### src/rtl/uart_pkg.sv
// uart_pkg: shared types and constants for the UART receive path.
//   rx_state_t  : receive FSM encoding (IDLE=0, START=1, DATA=2, PARITY=3, STOP=4)
//   CLK_HZ, BPS : system clock and default baud rate the rx_bps divider is built for
//   parity_of() : reduction parity over the low nbits of a word, optionally inverted
package uart_pkg;

  typedef enum logic [2:0] {
    IDLE   = 3'd0,
    START  = 3'd1,
    DATA   = 3'd2,
    PARITY = 3'd3,
    STOP   = 3'd4
  } rx_state_t;

  localparam int unsigned CLK_HZ = 200_000_000;
  localparam int unsigned BPS    = 115_200;

  // Parity of the low nbits of data; odd = 1 inverts the result so that the
  // return value is always the parity bit the transmitter should have sent.
  function automatic logic parity_of(input logic [7:0] data, input int nbits,
                                     input logic odd);
    logic p;
    p = odd;
    for (int i = 0; i < 8; i++) begin
      if (i < nbits) p = p ^ data[i];
    end
    return p;
  endfunction

endpackage

### src/rtl/uart_rx_ctrl_if.sv
// uart_rx_ctrl_if: groups the rx_bps loop signals and the received-word
// outputs of uart_rx_ctrl.
//   bps_clk_half / bps_clk_total : pulses from rx_bps (bit centre / bit end)
//   count_signal                 : run request back to rx_bps
//   rx_data, rx_valid            : received word and its strobe
//   frame_err, parity_err        : error strobes, rx_busy: frame in progress
//   modport master : the receive controller
//   modport slave  : the environment (rx_bps + command logic)
//
// Handshake: rx_valid is a push-only strobe with no ready. It is high for
// exactly one clk cycle and rx_data is valid in that cycle and stays stable
// until the next rx_valid; the consumer must capture it or lose the word.
// frame_err and parity_err follow the same one-cycle push rule.
interface uart_rx_ctrl_if #(
  parameter int DATA_BITS = 8
);
  logic                 bps_clk_half;
  logic                 bps_clk_total;
  logic                 count_signal;
  logic [DATA_BITS-1:0] rx_data;
  logic                 rx_valid;
  logic                 frame_err;
  logic                 parity_err;
  logic                 rx_busy;

  modport master (
    input  bps_clk_half, bps_clk_total,
    output count_signal, rx_data, rx_valid, frame_err, parity_err, rx_busy
  );

  modport slave (
    output bps_clk_half, bps_clk_total,
    input  count_signal, rx_data, rx_valid, frame_err, parity_err, rx_busy
  );
endinterface

### src/rtl/rx_sync_edge.sv
// rx_sync_edge: brings the asynchronous rxd line into the clk domain and
// flags its falling edges.
//   clk, rst   : clock, asynchronous active-low reset
//   rxd        : raw serial input (idle high)
//   rxd_s      : synchronised rxd (last stage of the synchroniser)
//   fall_pulse : one-cycle pulse, registered, one cycle after rxd_s falls
module rx_sync_edge #(
  parameter int SYNC_STAGES = 2
) (
  input  logic clk,
  input  logic rst,
  input  logic rxd,
  output logic rxd_s,
  output logic fall_pulse
);

  logic [SYNC_STAGES-1:0] sync_q, sync_d;
  logic                   prev_q, prev_d;
  logic                   fall_q, fall_d;

  always_comb begin
    sync_d = {sync_q[SYNC_STAGES-2:0], rxd};
    prev_d = sync_q[SYNC_STAGES-1];
    // previous rxd_s high, current rxd_s low
    fall_d = prev_q & ~sync_q[SYNC_STAGES-1];
  end

  // Reset to all ones so an idle-high line never looks like a start edge.
  always_ff @(posedge clk or negedge rst) begin
    if (!rst) begin
      sync_q <= '1;
      prev_q <= 1'b1;
      fall_q <= 1'b0;
    end else begin
      sync_q <= sync_d;
      prev_q <= prev_d;
      fall_q <= fall_d;
    end
  end

  assign rxd_s      = sync_q[SYNC_STAGES-1];
  assign fall_pulse = fall_q;

endmodule

### src/rtl/uart_rx_ctrl.sv
// uart_rx_ctrl: UART receive framing controller working in a loop with the
// rx_bps baud-tick generator. Detects the start edge, requests bit timing
// via count_signal, samples every bit on bps_clk_half and delivers the word
// with a one-cycle strobe plus error flags.
//   clk, rst  : 200 MHz clock, asynchronous active-low reset
//   rxd       : raw serial input, idle high
//   bus       : uart_rx_ctrl_if master (bps pulses in, count_signal and
//               received-word outputs out)
//   dbg_state : current FSM state
module uart_rx_ctrl
  import uart_pkg::*;
#(
  parameter int DATA_BITS   = 8,
  parameter int PARITY_EN   = 0,
  parameter int PARITY_ODD  = 0,
  parameter int SYNC_STAGES = 2
) (
  input  logic           clk,
  input  logic           rst,
  input  logic           rxd,
  uart_rx_ctrl_if.master bus,
  output rx_state_t      dbg_state
);

  localparam int CNT_W = (DATA_BITS > 1) ? $clog2(DATA_BITS) : 1;

  logic rxd_s;
  logic fall_pulse;

  rx_sync_edge #(
    .SYNC_STAGES(SYNC_STAGES)
  ) u_sync_edge (
    .clk       (clk),
    .rst       (rst),
    .rxd       (rxd),
    .rxd_s     (rxd_s),
    .fall_pulse(fall_pulse)
  );

  rx_state_t            state_q, state_d;
  logic                 count_q, count_d;
  logic                 busy_q, busy_d;
  logic [DATA_BITS-1:0] shift_q, shift_d;
  logic [CNT_W-1:0]     bit_cnt_q, bit_cnt_d;
  logic                 par_bit_q, par_bit_d;
  logic                 tot_seen_q, tot_seen_d;
  logic [DATA_BITS-1:0] rx_data_q, rx_data_d;
  logic                 rx_valid_q, rx_valid_d;
  logic                 frame_err_q, frame_err_d;
  logic                 parity_err_q, parity_err_d;

  logic [7:0] data_ext;
  logic       par_ok;
  logic       good;

  always_comb begin
    data_ext                = '0;
    data_ext[DATA_BITS-1:0] = shift_q;
    par_ok = (PARITY_EN == 0) ||
             (par_bit_q == parity_of(data_ext, DATA_BITS, PARITY_ODD != 0));
    good   = rxd_s & par_ok;
  end

  always_comb begin
    state_d      = state_q;
    count_d      = count_q;
    shift_d      = shift_q;
    bit_cnt_d    = bit_cnt_q;
    par_bit_d    = par_bit_q;
    tot_seen_d   = tot_seen_q;
    rx_data_d    = rx_data_q;
    rx_valid_d   = 1'b0;
    frame_err_d  = 1'b0;
    parity_err_d = 1'b0;

    case (state_q)
      IDLE: begin
        if (fall_pulse) begin
          state_d = START;
          count_d = 1'b1;
        end
      end

      START: begin
        if (bus.bps_clk_half) begin
          if (rxd_s) begin
            // line went back high before the start-bit centre: a glitch
            state_d = IDLE;
            count_d = 1'b0;
          end else begin
            state_d   = DATA;
            bit_cnt_d = '0;
          end
        end
      end

      DATA: begin
        if (bus.bps_clk_half) begin
          // LSB first: each new bit enters at the top and walks down
          shift_d   = {rxd_s, shift_q[DATA_BITS-1:1]};
          bit_cnt_d = bit_cnt_q + 1'b1;
          if (bit_cnt_q == CNT_W'(DATA_BITS - 1)) begin
            state_d    = (PARITY_EN != 0) ? PARITY : STOP;
            tot_seen_d = 1'b0;
          end
        end
      end

      PARITY: begin
        if (bus.bps_clk_half) begin
          par_bit_d  = rxd_s;
          state_d    = STOP;
          tot_seen_d = 1'b0;
        end
      end

      STOP: begin
        if (bus.bps_clk_half) begin
          state_d      = IDLE;
          count_d      = 1'b0;
          rx_valid_d   = good;
          frame_err_d  = ~rxd_s;
          parity_err_d = ~par_ok;
          if (good) rx_data_d = shift_q;
        end else if (bus.bps_clk_total) begin
          // STOP is entered at the previous bit's centre, so the end-of-bit
          // pulse of that bit is expected once. A second one means the
          // stop-bit centre was never seen: give up on the frame.
          if (tot_seen_q) begin
            state_d     = IDLE;
            count_d     = 1'b0;
            frame_err_d = 1'b1;
          end else begin
            tot_seen_d = 1'b1;
          end
        end
      end

      default: begin
        state_d = IDLE;
        count_d = 1'b0;
      end
    endcase

    busy_d = (state_d != IDLE);
  end

  always_ff @(posedge clk or negedge rst) begin
    if (!rst) begin
      state_q      <= IDLE;
      count_q      <= 1'b0;
      busy_q       <= 1'b0;
      shift_q      <= '0;
      bit_cnt_q    <= '0;
      par_bit_q    <= 1'b0;
      tot_seen_q   <= 1'b0;
      rx_data_q    <= '0;
      rx_valid_q   <= 1'b0;
      frame_err_q  <= 1'b0;
      parity_err_q <= 1'b0;
    end else begin
      state_q      <= state_d;
      count_q      <= count_d;
      busy_q       <= busy_d;
      shift_q      <= shift_d;
      bit_cnt_q    <= bit_cnt_d;
      par_bit_q    <= par_bit_d;
      tot_seen_q   <= tot_seen_d;
      rx_data_q    <= rx_data_d;
      rx_valid_q   <= rx_valid_d;
      frame_err_q  <= frame_err_d;
      parity_err_q <= parity_err_d;
    end
  end

  assign bus.count_signal = count_q;
  assign bus.rx_data      = rx_data_q;
  assign bus.rx_valid     = rx_valid_q;
  assign bus.frame_err    = frame_err_q;
  assign bus.parity_err   = parity_err_q;
  assign bus.rx_busy      = busy_q;
  assign dbg_state        = state_q;

endmodule

### src/flat_wrapper.sv
// flat-port wrapper written by rule: the top's interface ports become plain ports
module uart_rx_ctrl_flat import uart_pkg::*;
#(
  parameter int DATA_BITS   = 8,
  parameter int PARITY_EN   = 0,
  parameter int PARITY_ODD  = 0,
  parameter int SYNC_STAGES = 2
)
  (clk, rst, rxd, dbg_state, bus_bps_clk_half, bus_bps_clk_total, bus_count_signal, bus_rx_data, bus_rx_valid, bus_frame_err, bus_parity_err, bus_rx_busy);
  uart_rx_ctrl_if #(.DATA_BITS(DATA_BITS)) bus_i ();
  input  logic clk;
  input  logic rst;
  input  logic rxd;
  output rx_state_t dbg_state;
  input wire logic [$bits(bus_i.bps_clk_half)-1:0] bus_bps_clk_half;
  input wire logic [$bits(bus_i.bps_clk_total)-1:0] bus_bps_clk_total;
  output wire logic [$bits(bus_i.count_signal)-1:0] bus_count_signal;
  output wire logic [$bits(bus_i.rx_data)-1:0] bus_rx_data;
  output wire logic [$bits(bus_i.rx_valid)-1:0] bus_rx_valid;
  output wire logic [$bits(bus_i.frame_err)-1:0] bus_frame_err;
  output wire logic [$bits(bus_i.parity_err)-1:0] bus_parity_err;
  output wire logic [$bits(bus_i.rx_busy)-1:0] bus_rx_busy;
  assign bus_i.bps_clk_half = bus_bps_clk_half;
  assign bus_i.bps_clk_total = bus_bps_clk_total;
  assign bus_count_signal = bus_i.count_signal;
  assign bus_rx_data = bus_i.rx_data;
  assign bus_rx_valid = bus_i.rx_valid;
  assign bus_frame_err = bus_i.frame_err;
  assign bus_parity_err = bus_i.parity_err;
  assign bus_rx_busy = bus_i.rx_busy;
  uart_rx_ctrl #(.DATA_BITS(DATA_BITS), .PARITY_EN(PARITY_EN), .PARITY_ODD(PARITY_ODD), .SYNC_STAGES(SYNC_STAGES)) u_core (.clk(clk), .rst(rst), .rxd(rxd), .bus(bus_i), .dbg_state(dbg_state));
endmodule
### config.mk
export PLATFORM = sky130hd
export DESIGN_NAME = uart_rx_ctrl_flat
export DESIGN_NICKNAME = d
export VERILOG_FILES = /design/src/rtl/uart_pkg.sv /design/src/rtl/uart_rx_ctrl_if.sv /design/src/rtl/rx_sync_edge.sv /design/src/rtl/uart_rx_ctrl.sv /design/src/flat_wrapper.sv
export SDC_FILE = /design/constraint.sdc
export NUM_CORES = 1
export LEC_CHECK = 0
export CORE_UTILIZATION = 38
export DETAILED_ROUTE_END_ITERATION = 6
export PLACE_DENSITY = 0.58
export SLEW_MARGIN = 20
export SYNTH_ARGS = -nofsm -noshare
export SYNTH_HDL_FRONTEND = slang
export SYNTH_HIERARCHICAL = 1
export SYNTH_SLANG_ARGS = --single-unit
### constraint.sdc
create_clock -name clk -period 3.22 [get_ports clk]
set_input_delay 0.644 -clock clk [delete_from_list [all_inputs] [get_ports clk]]
set_output_delay 0.644 -clock clk [all_outputs]
set_load 0.05 [all_outputs]
After elaboration in Yosys (flattened, before gate mapping)
Index checks and enable logic that the tools add are counted.
Storage, ports and cells
  register bits after elaboration: 31
  bits of input ports: 5
  output and inout bits: 16
  logic and storage cells: 75
Cells by class
  add/subtract/negate cells: 1
  eq/ne operators: 16
  multiplexer cells: 33
  bitwise operators: 3
  reductions and logical operators: 10
Operators with widths (count)
  2-to-1 mux 3 bit: 11
  2-to-1 mux 1 bit: 17
  != test 2 bit, second input constant: 8
  case mux 3 bit (5 select lines): 1
  AND reduction 6 bit: 2
  == test 3 x 2 -> 1 bit, second input constant: 2
  == test 3 bit, second input constant: 2
  case mux 3 bit (2 select lines): 1
  nonzero test 3 bit: 2
  case mux 1 bit (4 select lines): 1
  AND reduction 4 bit: 1
  adder 3 x 1 -> 3 bit, second input constant: 1
  == test 3 x 1 -> 1 bit, second input constant: 1
  zero test 3 bit: 1
  != test 3 x 2 -> 1 bit, second input constant: 1
  != test 3 bit, second input constant: 1
  case mux 1 bit (3 select lines): 1
  AND reduction 3 bit: 1
  2-to-1 mux 2 bit: 1
  != test 2 x 1 -> 1 bit, second input constant: 1
  NOT 1 bit: 2
  AND reduction 2 bit: 1
  nonzero test 2 bit: 1
  OR reduction 2 bit: 1
  AND 1 bit: 1

Logic depth before layout (Yosys ltp)
Gate-level depths: netlist of the first run.
  word-level depth: 5
  mapped depth: 5

Modules after synthesis
Netlist of the first run, hierarchy kept.
By module, submodules not included
  uart_rx_ctrl: instances 1, cells an instance 84, area an instance 1157.4 µm², sequential area each 675.6 µm²
  rx_sync_edge: instances 1, cells an instance 5, area an instance 117.6 µm², sequential area each 103.8 µm²

Least setup slack after synthesis of the first run
No wires, ideal clock.
  path type: flip-flop to flip-flop
  from: reg u_core.state_q[0] (netlist: u_core/dbg_state[0])
  to: reg u_core.rx_data_q[0] (netlist: u_core/bus.rx_data[0])
  library setup time: 0.125 ns
  arrival: 1.700 ns
  data required time: 3.095 ns
  setup slack: 1.395 ns
  cell stages (with the launch flop): 5
  buffers on the path: 1
  cells stage by stage: dfrtp_1 buf_6 or3b_4 nor2_8 mux2_2
Between the ends
  cells in the longest elaborated chain, start to end: 2
RTL lines
  from (decl): RTL line uart_rx_ctrl.sv:40  | rx_state_t state_q, state_d;
  from (signal assigned): RTL line uart_rx_ctrl.sv:162  | state_q <= state_d;
  == test 3 bit: RTL line uart_rx_ctrl.sv:76  | case (state_q)
  AND reduction 3 bit (no source line)
  to (signal assigned): RTL line uart_rx_ctrl.sv:169  | rx_data_q <= rx_data_d;
  to (decl): RTL line uart_rx_ctrl.sv:47  | logic [DATA_BITS-1:0] rx_data_q, rx_data_d;
Every way passes these cells.
A chain may end at the register's enable or synchronous reset.

Worst setup path after layout of the first run
  from: reg u_core.state_q[0] (netlist: u_core/dbg_state[0])
  to: out dbg_state[0]
RTL lines
  to (decl): RTL line flat_wrapper.sv:14  | output rx_state_t dbg_state;
No word-level cell between the ends.

==> results.py, run 1 <==
metrics = {
    "logic_synthesis": {
        "ys.flop_type": "dfrtp_1",
        "synthDominantCellAreaShare_pct": 55.0,
        "synth-edff-count": 0,
        "muxShareOfSynthArea_pct": 15.0,
        "synth_top_family_by_area": "multiplexers",
        "syn_avg_cell_area_sq_um": 14.3,
        "ys_seq_area_share_pct": 61.1,
        "yosys_warnings": 6,
        "synth_cell_types": 29,
        "syn_inst": 89,
        "synth-xor-area-share_pct": 0,
        "synth-async-reset-ratio_pct": 100,
        "synth_area_sq_mm": 0.00127,
        "synth_compound_area_share_pct": 8.15,
        "synth-simple-area-share_pct": 10.9,
        "ys_seq_elements": 31,
        "synth_area_leaders": "dfrtp_1 (55%), mux2_2 (15%), dfstp_2 (6.2%)",
        "synth_nets": 96,
        "synth_fa_ha_area_share_pct": 1.96,
        "yosysTopAreaCell": "dfrtp_1",
        "synth.most_common_cell": "dfrtp_1",
        "synth.top_cells.by_count": "dfrtp_1 (28), mux2_2 (17), nor2b_1 (4)",
    },
    "grt": {
        "antenna_found_initial": 0,
        "track_usage_pct": 12.5,
        "grt_start_max_net_pins": 32,
        "grt_pass1_wl_um": 3220,
        "gr-total-overflow": 0,
        "first_global_vias": 731,
    },
    "floorplanning": {
        "chipWidth_um": 59.9,
        "boundaryPins": 21,
        "core-area_sq_mm": 0.00313,
        "die-height_um": 59.9,
        "rows": 20,
        "die-area_sq_mm": 0.00359,
        "start_util_pct": 40.8,
    },
    "worst_setup_path": {
        "crit_type": "flop to primary output",
        "end_kind": "primary output",
        "reg2reg_depth": 3,
        "crit_required_ns": 2.58,
        "crit_family": "buffers and inverters",
        "cpPeakStageDelay_ns": 0.87,
        "crit_buf_inv": 1,
        "start_kind": "flop",
        "critPathSlowestCell": "clkdlybuf4s50_1",
        "cp_max_fo": 11,
        "critPathArrivalTime_ns": 1.70,
        "crit_cells": 1,
        "path_cells": "clkdlybuf4s50_1",
    },
    "layout": {
        "design_area_sq_mm": 0.00159,
        "final_nets": 119,
        "area_growth_pct": 24.3,
        "antennaDiodeCount": 0,
        "drive_above_1_share_pct": 29.2,
    },
    "sta": {
        "finalCritPeriodShare_pct": 72.8,
        "hold_viol_final": 0,
        "setup_tns_ns": 0,
        "rsz0062_at_grt": "false",
        "max_freq_ghz": 0.427,
        "fin_skew_ns": 0.00647,
        "period_minus_slack_ns": 2.34,
        "finalSetupViolCount": 0,
        "tightest_slew_ns": 0.502,
        "slew_headroom_pct": 66.5,
        "drv_slew": 0,
    },
    "run": {
        "maxCapViolations": 0,
    },
    "clock_network": {
        "cts.sinks": 31,
        "cts-root-buf": "clkbuf_4",
        "cts_setup_buffers": 0,
        "cts_hold_buf": 0,
        "htreeDepth": 2,
        "path_clk_slew_ns": 0.09,
        "clkLatencyLatePin_ns": 0.31,
        "clk_path_buf_depth": 2,
        "tritoncts": "yes",
        "post_cts_resized": 0,
        "cts_buffers": 5,
    },
    "placement": {
        "dpl_cell_area_sq_mm": 0.00150,
        "gp_congestion": 0.789,
        "numPortBuffers": 19,
        "place.detailed.hpwl_um": 1360,
    },
    "worst_hold_path": {
        "hold_class": "flop to flop",
        "holdPathStages": 0,
    },
    "power_and_ir_drop": {
        "internal-power_uw": 863,
        "switching_power_uw": 453,
        "p_seq_share_pct": 43.3,
        "pwr-share-comb_pct": 33.4,
        "peakVddDrop_mv": 0.401,
        "p_sw_share_pct": 34.4,
        "power_density_mw_per_mm2": 830,
        "leakage_uw": 0.000745,
        "clkPwrFrac_pct": 23.3,
    },
    "detailed_routing": {
        "first_pass_iters": 4,
        "via_count": 743,
        "drc": 0,
        "vias_per_cell": 4.73,
        "wl_um": 1880,
        "drtAntennaViolNets": 0,
        "drt_iter0_drc": 16,
        "post_drt_wl_per_cell_um": 11.9,
    },
    "status": {
        "status": "completed",
    },
}
path summary, 6_finish.rpt:
kind | start | end | slack (ns)
worst min-delay path | u_core/u_sync_edge/sync_q[0] | u_core/u_sync_edge/sync_q[1] | 0.36
max in group asynchronous | rst | u_core/u_sync_edge/sync_q[1] | 2.20
min in group asynchronous | rst | u_core/bus.rx_data[6] | 0.71
worst max register to register | u_core/dbg_state[0] | u_core/data_ext[7] | 1.59
worst min register to register | u_core/u_sync_edge/sync_q[0] | u_core/u_sync_edge/sync_q[1] | 0.36
worst max-delay path | u_core/dbg_state[0] | dbg_state[0] | 0.88
cell usage in the layout (no fill, tap or decap):
| master | n |
|---|---|
| nand2b_1 | 1 |
| a22o_1 | 3 |
| mux2_2 | 17 |
| and2_1 | 1 |
| nor2b_1 | 4 |
| or3b_4 | 1 |
| a31o_2 | 1 |
| a2bb2oi_1 | 1 |
| and2b_1 | 2 |
| clkbuf_8 | 1 |
| buf_4 | 1 |
| dfrtp_1 | 28 |
| clkdlybuf4s50_1 | 19 |
| nor3b_1 | 3 |
| o211ai_1 | 1 |
| a22oi_1 | 1 |
| inv_1 | 1 |
| bufinv_16 | 1 |
| nand2_1 | 3 |
| nor2b_4 | 1 |
| a21oi_1 | 2 |
| clkbuf_4 | 5 |
| o21bai_1 | 1 |
| o21ai_0 | 2 |
| nor2_1 | 2 |
| dfstp_2 | 3 |
| ha_1 | 2 |
| clkinv_2 | 1 |
| o2111ai_1 | 1 |
| conb_1 | 1 |
| nor2_8 | 1 |
| a221oi_1 | 1 |
layer usage:
layer / up-vias / GRT usage, % / share of wire (%)
met2: 16 / 18.3 / 45
met4: 0 / 6.98 / 1.8
met5: - / 0 / 0
met3: 5 / 3.90 / 3.8
li1: 358 / - / -
met1: 364 / 16.5 / 50
state kept, by name, indices dropped and copies added, names as in the netlist, 2 cells and up:
name / cells
u_core/u_sync_edge/sync_q: 2
u_core/bus.rx_data: 8
u_core/dbg_state: 3
u_core/bit_cnt_q: 3
u_core/data_ext: 8
power groups by stage:
stage / clock network [uW] / logic (uW) / registers, uW
2_1_floorplan: 0 / 203 / 690
3_3_place_gp: 0 / 437 / 576
3_5_place_dp: 0 / 443 / 578
4_1_cts: 315 / 444 / 571
5_1_grt: 332 / 468 / 585
6_report: 307 / 439 / 570
worst register-to-register path: stages, from the launching register on:
cell and delay, ns:
dfrtp_1 0.49, and2b_1 0.24, and2_1 0.40, mux2_2 0.39
area by class of cell:
class	count	area [sq um]
flip-flops and latches	31	779
repair buffers	20	198
well taps	44	55.1
fillers	291	1540
multi-input cells	53	463
inverters	1	3.75
clock buffers	6	51.3
clock inverters	2	35.0
through the flow:
stage                     util (%)  instances  hold slack, ns  setup slack, ns  power, uW
after floorplan                  -         89           0.345             1.40        892
after global placement        47.9        149           0.348            0.908       1010
final                         50.7        157           0.361            0.876       1320
after global routing          50.7        157           0.364            0.803       1390
after detailed placement      47.9        149           0.347            0.863       1020
after CTS                     50.7        157           0.362            0.865       1330
cell families after synthesis:
logic type / Yosys count
and+or+nand+nor: 19
other: 1
buffers and inverters: 5
adders and majority gates: 2
AOI/OAI and AO/OA: 14
DFF: 31
muxes: 17
No activity file was read; power rests on OpenSTA's default activity.
==> run 2, diff against run 1 <==
--- a/config.mk
+++ b/config.mk
@@ -7,7 +7,7 @@
 export LEC_CHECK = 0
 export CORE_UTILIZATION = 38
 export DETAILED_ROUTE_END_ITERATION = 6
-export PLACE_DENSITY = 0.58
+export PLACE_DENSITY = 0.6
 export SLEW_MARGIN = 20
 export SYNTH_ARGS = -nofsm -noshare
 export SYNTH_HDL_FRONTEND = slang
==> constraint.sdc (replaced) <==
create_clock -name clk -period 2.1 [get_ports clk]
set_input_delay 0.42 -clock clk [delete_from_list [all_inputs] [get_ports clk]]
set_output_delay 0.42 -clock clk [all_outputs]
set_load 0.05 [all_outputs]
==> results.py, run 2 (synthesis results as in run 1) <==
metrics = {
    "grt": {
        "grt_start_max_net_pins": 32,
        "antenna_found_initial": 0,
        "grt_pass1_wl_um": 3470,
        "gr-total-overflow": 0,
        "track_usage_pct": 14.0,
        "first_global_vias": 748,
    },
    "sta": {
        "layout_setup_ws_ns": 0.187,
        "hold_viol_final": 0,
        "rsz0062_at_grt": "false",
        "finalCritPeriodShare_pct": 91.1,
        "finalSetupViolCount": 0,
        "setup_tns_ns": 0,
        "period_minus_slack_ns": 1.91,
        "slew_headroom_pct": 65.8,
        "drv_slew": 0,
        "fin_skew_ns": 0.0117,
        "holdWs_ns": 0.360,
        "tightest_slew_ns": 0.512,
        "max_freq_ghz": 0.523,
    },
    "detailed_routing": {
        "drc": 0,
        "post_drt_wl_per_cell_um": 12.8,
        "drtAntennaViolNets": 0,
        "vias_per_cell": 4.72,
        "drt_iter0_drc": 19,
        "first_pass_iters": 3,
        "wl_um": 2040,
        "via_count": 750,
    },
    "layout": {
        "multiInputGateArea_sq_um": 463,
        "fillers": 277,
        "design_area_sq_mm": 0.00156,
        "area_growth_pct": 22.4,
        "final_nets": 121,
        "mostFrequentLayoutCells": "dfrtp_1 (28), mux2_2 (17), clkdlybuf4s50_1 (16)",
        "final_common_cell": "dfrtp_1",
        "antennaDiodeCount": 0,
        "seqCellArea_sq_um": 779,
        "drive_above_1_share_pct": 29.6,
    },
    "clock_network": {
        "tritoncts": "yes",
        "cts-root-buf": "clkbuf_4",
        "htreeDepth": 2,
        "cts_setup_buffers": 0,
        "cts_hold_buf": 0,
        "post_cts_resized": 0,
        "clk_path_buf_depth": 2,
        "clkLatencyLatePin_ns": 0.33,
        "cts.sinks": 31,
        "path_clk_slew_ns": 0.10,
        "cts_buffers": 5,
    },
    "power_and_ir_drop": {
        "p_seq_share_pct": 46.6,
        "pwr-share-comb_pct": 36.1,
        "internal-power_uw": 1180,
        "p_sw_share_pct": 37.3,
        "peakVddDrop_mv": 0.496,
        "leakage_uw": 0.000754,
        "switching_power_uw": 698,
        "power_density_mw_per_mm2": 1200,
        "clkPwrFrac_pct": 17.3,
    },
    "worst_setup_path": {
        "cp_max_fo": 2,
        "rrSetupSlack_ns": 0.47,
        "start_kind": "flop",
        "crit_family": "buffers and inverters",
        "critPathArrivalTime_ns": 1.49,
        "cpPeakStageDelay_ns": 0.81,
        "critPathSlowestCell": "clkdlybuf4s50_1",
        "end_kind": "primary output",
        "path_cells": "clkdlybuf4s50_1",
        "crit_buf_inv": 1,
        "crit_required_ns": 1.68,
        "crit_type": "flop to primary output",
    },
    "placement": {
        "dpl_cell_area_sq_mm": 0.00151,
        "place.detailed.hpwl_um": 1370,
        "place_ws_ns": 0.150,
        "numPortBuffers": 19,
        "gp_congestion": 0.760,
    },
    "floorplanning": {
        "core-area_sq_mm": 0.00313,
        "die-area_sq_mm": 0.00359,
        "chipWidth_um": 59.9,
        "die-height_um": 59.9,
        "boundaryPins": 21,
        "start_util_pct": 40.8,
        "rows": 20,
    },
    "run": {
        "maxCapViolations": 0,
    },
    "status": {
        "status": "completed",
    },
    "worst_hold_path": {
        "hold_class": "flop to flop",
    },
}
-- run 2: layout make-up --
class / count / share of cell area [%]
flip-flops and latches: 31 / 50.0
multi-input cells: 53 / 29.7
repair buffers: 22 / 13.5
well taps: 44 / 3.53
clock buffers: 8 / 3.13
inverters: 1 / 0.241
-- run 2: path summary, 6_finish.rpt --
| path | start | endpoint | cells after the start |
|---|---|---|---|
| min | u_core/u_sync_edge/sync_q[0] | u_core/u_sync_edge/sync_q[1] | 0 |
| min in group asynchronous | rst | u_core/data_ext[5] | 2 |
| min reg2reg | u_core/u_sync_edge/sync_q[0] | u_core/u_sync_edge/sync_q[1] | 0 |
| max in group asynchronous | rst | u_core/u_sync_edge/sync_q[0] | 2 |
| max reg2reg | u_core/dbg_state[0] | u_core/bus.rx_data[7] | 3 |
| max | u_core/bus.rx_data[2] | bus_rx_data[2] | 1 |
-- run 2: metal layers --
metal | wire length (um) | global-route usage [%] | up-vias
met2 | 925 | 19.2 | 12
li1 | - | - | 363
met5 | 0 | 0 | -
met3 | 87 | 6.49 | 5
met4 | 48 | 7.97 | 0
met1 | 974 | 17.9 | 370
-- run 2: stage by stage --
step | util, % | instances | total power (uW)
after floorplan | - | 89 | 1370
after global placement | 48.2 | 151 | 1550
after detailed placement | 48.2 | 151 | 1570
after CTS | 49.8 | 159 | 1900
after global routing | 49.9 | 159 | 1990
final | 49.9 | 159 | 1870
-- run 2: power groups by stage --
| stage | clock network (uW) | logic, uW | registers (uW) |
|---|---|---|---|
| 6_report | 323 | 677 | 873 |
| 5_1_grt | 373 | 719 | 903 |
| 4_1_cts | 340 | 682 | 877 |
| 3_5_place_dp | 0 | 681 | 887 |
| 3_3_place_gp | 0 | 672 | 883 |
| 2_1_floorplan | 0 | 311 | 1060 |
==> run 3, diff against run 2 <==
--- a/config.mk
+++ b/config.mk
@@ -7,7 +7,8 @@
 export LEC_CHECK = 0
 export CORE_UTILIZATION = 38
 export DETAILED_ROUTE_END_ITERATION = 6
-export PLACE_DENSITY = 0.6
+export PLACE_DENSITY = 0.66
+export SKIP_LAST_GASP = 1
 export SLEW_MARGIN = 20
 export SYNTH_ARGS = -nofsm -noshare
 export SYNTH_HDL_FRONTEND = slang
==> results.py, run 3 (synthesis results as in run 1) <==
metrics = {
    "power_and_ir_drop": {
        "leakage_uw": 0.000769,
        "peakVddDrop_mv": 0.501,
        "power_density_mw_per_mm2": 1230,
    },
    "layout": {
        "area_growth_pct": 24.0,
        "mostFrequentLayoutCells": "dfrtp_1 (28), mux2_2 (17), clkdlybuf4s50_1 (16)",
        "antennaDiodeCount": 0,
        "fillers": 277,
        "drive_above_1_share_pct": 30.4,
        "final_common_cell": "dfrtp_1",
        "final_util_pct": 50.6,
        "final_nets": 121,
    },
    "placement": {
        "numPortBuffers": 19,
        "place.detailed.hpwl_um": 1400,
        "place_ws_ns": 0.121,
        "gp_congestion": 0.838,
    },
    "worst_setup_path": {
        "critPathSlowestCell": "clkdlybuf4s50_1",
        "crit_required_ns": 1.68,
        "end_kind": "primary output",
        "cp_max_fo": 2,
        "crit_buf_inv": 1,
        "path_cells": "clkdlybuf4s50_1",
        "crit_type": "flop to primary output",
        "critPathArrivalTime_ns": 1.48,
        "crit_family": "buffers and inverters",
        "start_kind": "flop",
        "cpPeakStageDelay_ns": 0.80,
    },
    "detailed_routing": {
        "first_pass_iters": 3,
        "drt_iter0_drc": 14,
        "drc": 0,
        "vias_per_cell": 4.62,
        "post_drt_wl_per_cell_um": 13.1,
        "wl_um": 2080,
        "via_count": 734,
        "drtAntennaViolNets": 0,
    },
    "floorplanning": {
        "chipWidth_um": 59.9,
        "die-height_um": 59.9,
        "rows": 20,
        "core-area_sq_mm": 0.00313,
        "die-area_sq_mm": 0.00359,
        "start_util_pct": 40.8,
        "boundaryPins": 21,
    },
    "sta": {
        "tightest_slew_ns": 0.500,
        "rsz0062_at_grt": "false",
        "period_minus_slack_ns": 1.90,
        "finalSetupViolCount": 0,
        "holdWs_ns": 0.360,
        "slew_headroom_pct": 66.6,
        "max_freq_ghz": 0.525,
        "layout_setup_ws_ns": 0.195,
        "finalCritPeriodShare_pct": 90.7,
        "drv_slew": 0,
        "hold_viol_final": 0,
        "fin_skew_ns": 0.0102,
        "setup_tns_ns": 0,
    },
    "status": {
        "status": "completed",
    },
    "clock_network": {
        "cts.sinks": 31,
        "path_clk_slew_ns": 0.09,
        "cts_hold_buf": 0,
        "clkLatencyLatePin_ns": 0.33,
        "htreeDepth": 2,
        "clk_path_buf_depth": 2,
        "tritoncts": "yes",
        "cts_buffers": 5,
        "cts-root-buf": "clkbuf_4",
    },
    "run": {
        "maxCapViolations": 0,
    },
    "grt": {
        "track_usage_pct": 14.5,
        "first_global_vias": 740,
        "gr-total-overflow": 0,
        "grt_start_max_net_pins": 32,
        "antenna_found_initial": 0,
        "grt_pass1_wl_um": 3520,
    },
    "worst_hold_path": {
        "hold_class": "flop to flop",
    },
}
==> run 3: cell types whose count changed in the layout (fill, tap and decap cells not counted) <==
| cell | previous run | this run |
|---|---|---|
| dlygate4sd2_1 | 0 | 1 |
| clkbuf_8 | 0 | 2 |
| clkbuf_1 | 3 | 1 |
| buf_4 | 5 | 4 |
==> run 3: timing repair <==
item,CTS,global route
endpoints found under the setup margin,1,1
buffers inserted,0,0
resized for setup,1,1
==> run 3: per-stage QoR <==
stage | cell area, sq um | std cells | power, uW
6_report | 1580 | 159 | 1950
5_1_grt | 1580 | 159 | 2070
4_1_cts | 1580 | 159 | 1980
3_5_place_dp | 1510 | 151 | 1580
3_3_place_gp | 1510 | 151 | 1560
2_1_floorplan | 1270 | 89 | 1370
==> run 3: layout make-up <==
| class | count | area, sq um | share of cell area (%) |
|---|---|---|---|
| Timing Repair Buffer | 22 | 211 | 13.4 |
| Tap cell | 44 | 55.1 | 3.48 |
| Multi-Input combinational cell | 53 | 463 | 29.3 |
| Inverter | 1 | 3.75 | 0.237 |
| Clock buffer | 8 | 68.8 | 4.35 |
| Sequential cell | 31 | 779 | 49.3 |
==> run 3: metal layers <==
layer | GRT usage (%) | part of all wire, % | vias up
li1 | - | - | 364
met1 | 18.0 | 47 | 351
met2 | 20.0 | 47 | 13
met3 | 7.14 | 4.0 | 6
met4 | 9.30 | 2.5 | 0
met5 | 0 | 0 | -
==> run 3: worst paths after layout <==
kind                                                 to                         start  slack, ns  depth (start not counted)
min in group asynchronous         u_core/bus.rx_data[2]                           rst       0.47                          2
max in group asynchronous     u_core/u_sync_edge/prev_q                           rst       1.30                          2
hold reg to reg            u_core/u_sync_edge/sync_q[1]  u_core/u_sync_edge/sync_q[0]       0.36                          0
hold / removal             u_core/u_sync_edge/sync_q[1]  u_core/u_sync_edge/sync_q[0]       0.36                          0
setup / recovery                         bus_rx_data[1]         u_core/bus.rx_data[1]       0.20                          1
setup reg to reg                  u_core/bus.rx_data[6]           u_core/dbg_state[0]       0.45                          3
==> run 3: report_power, final <==
group          internal (uW)  switching [uW]  total, uW
Combinational            297             390        687
Sequential               749             127        876
Clock                    197             187        384
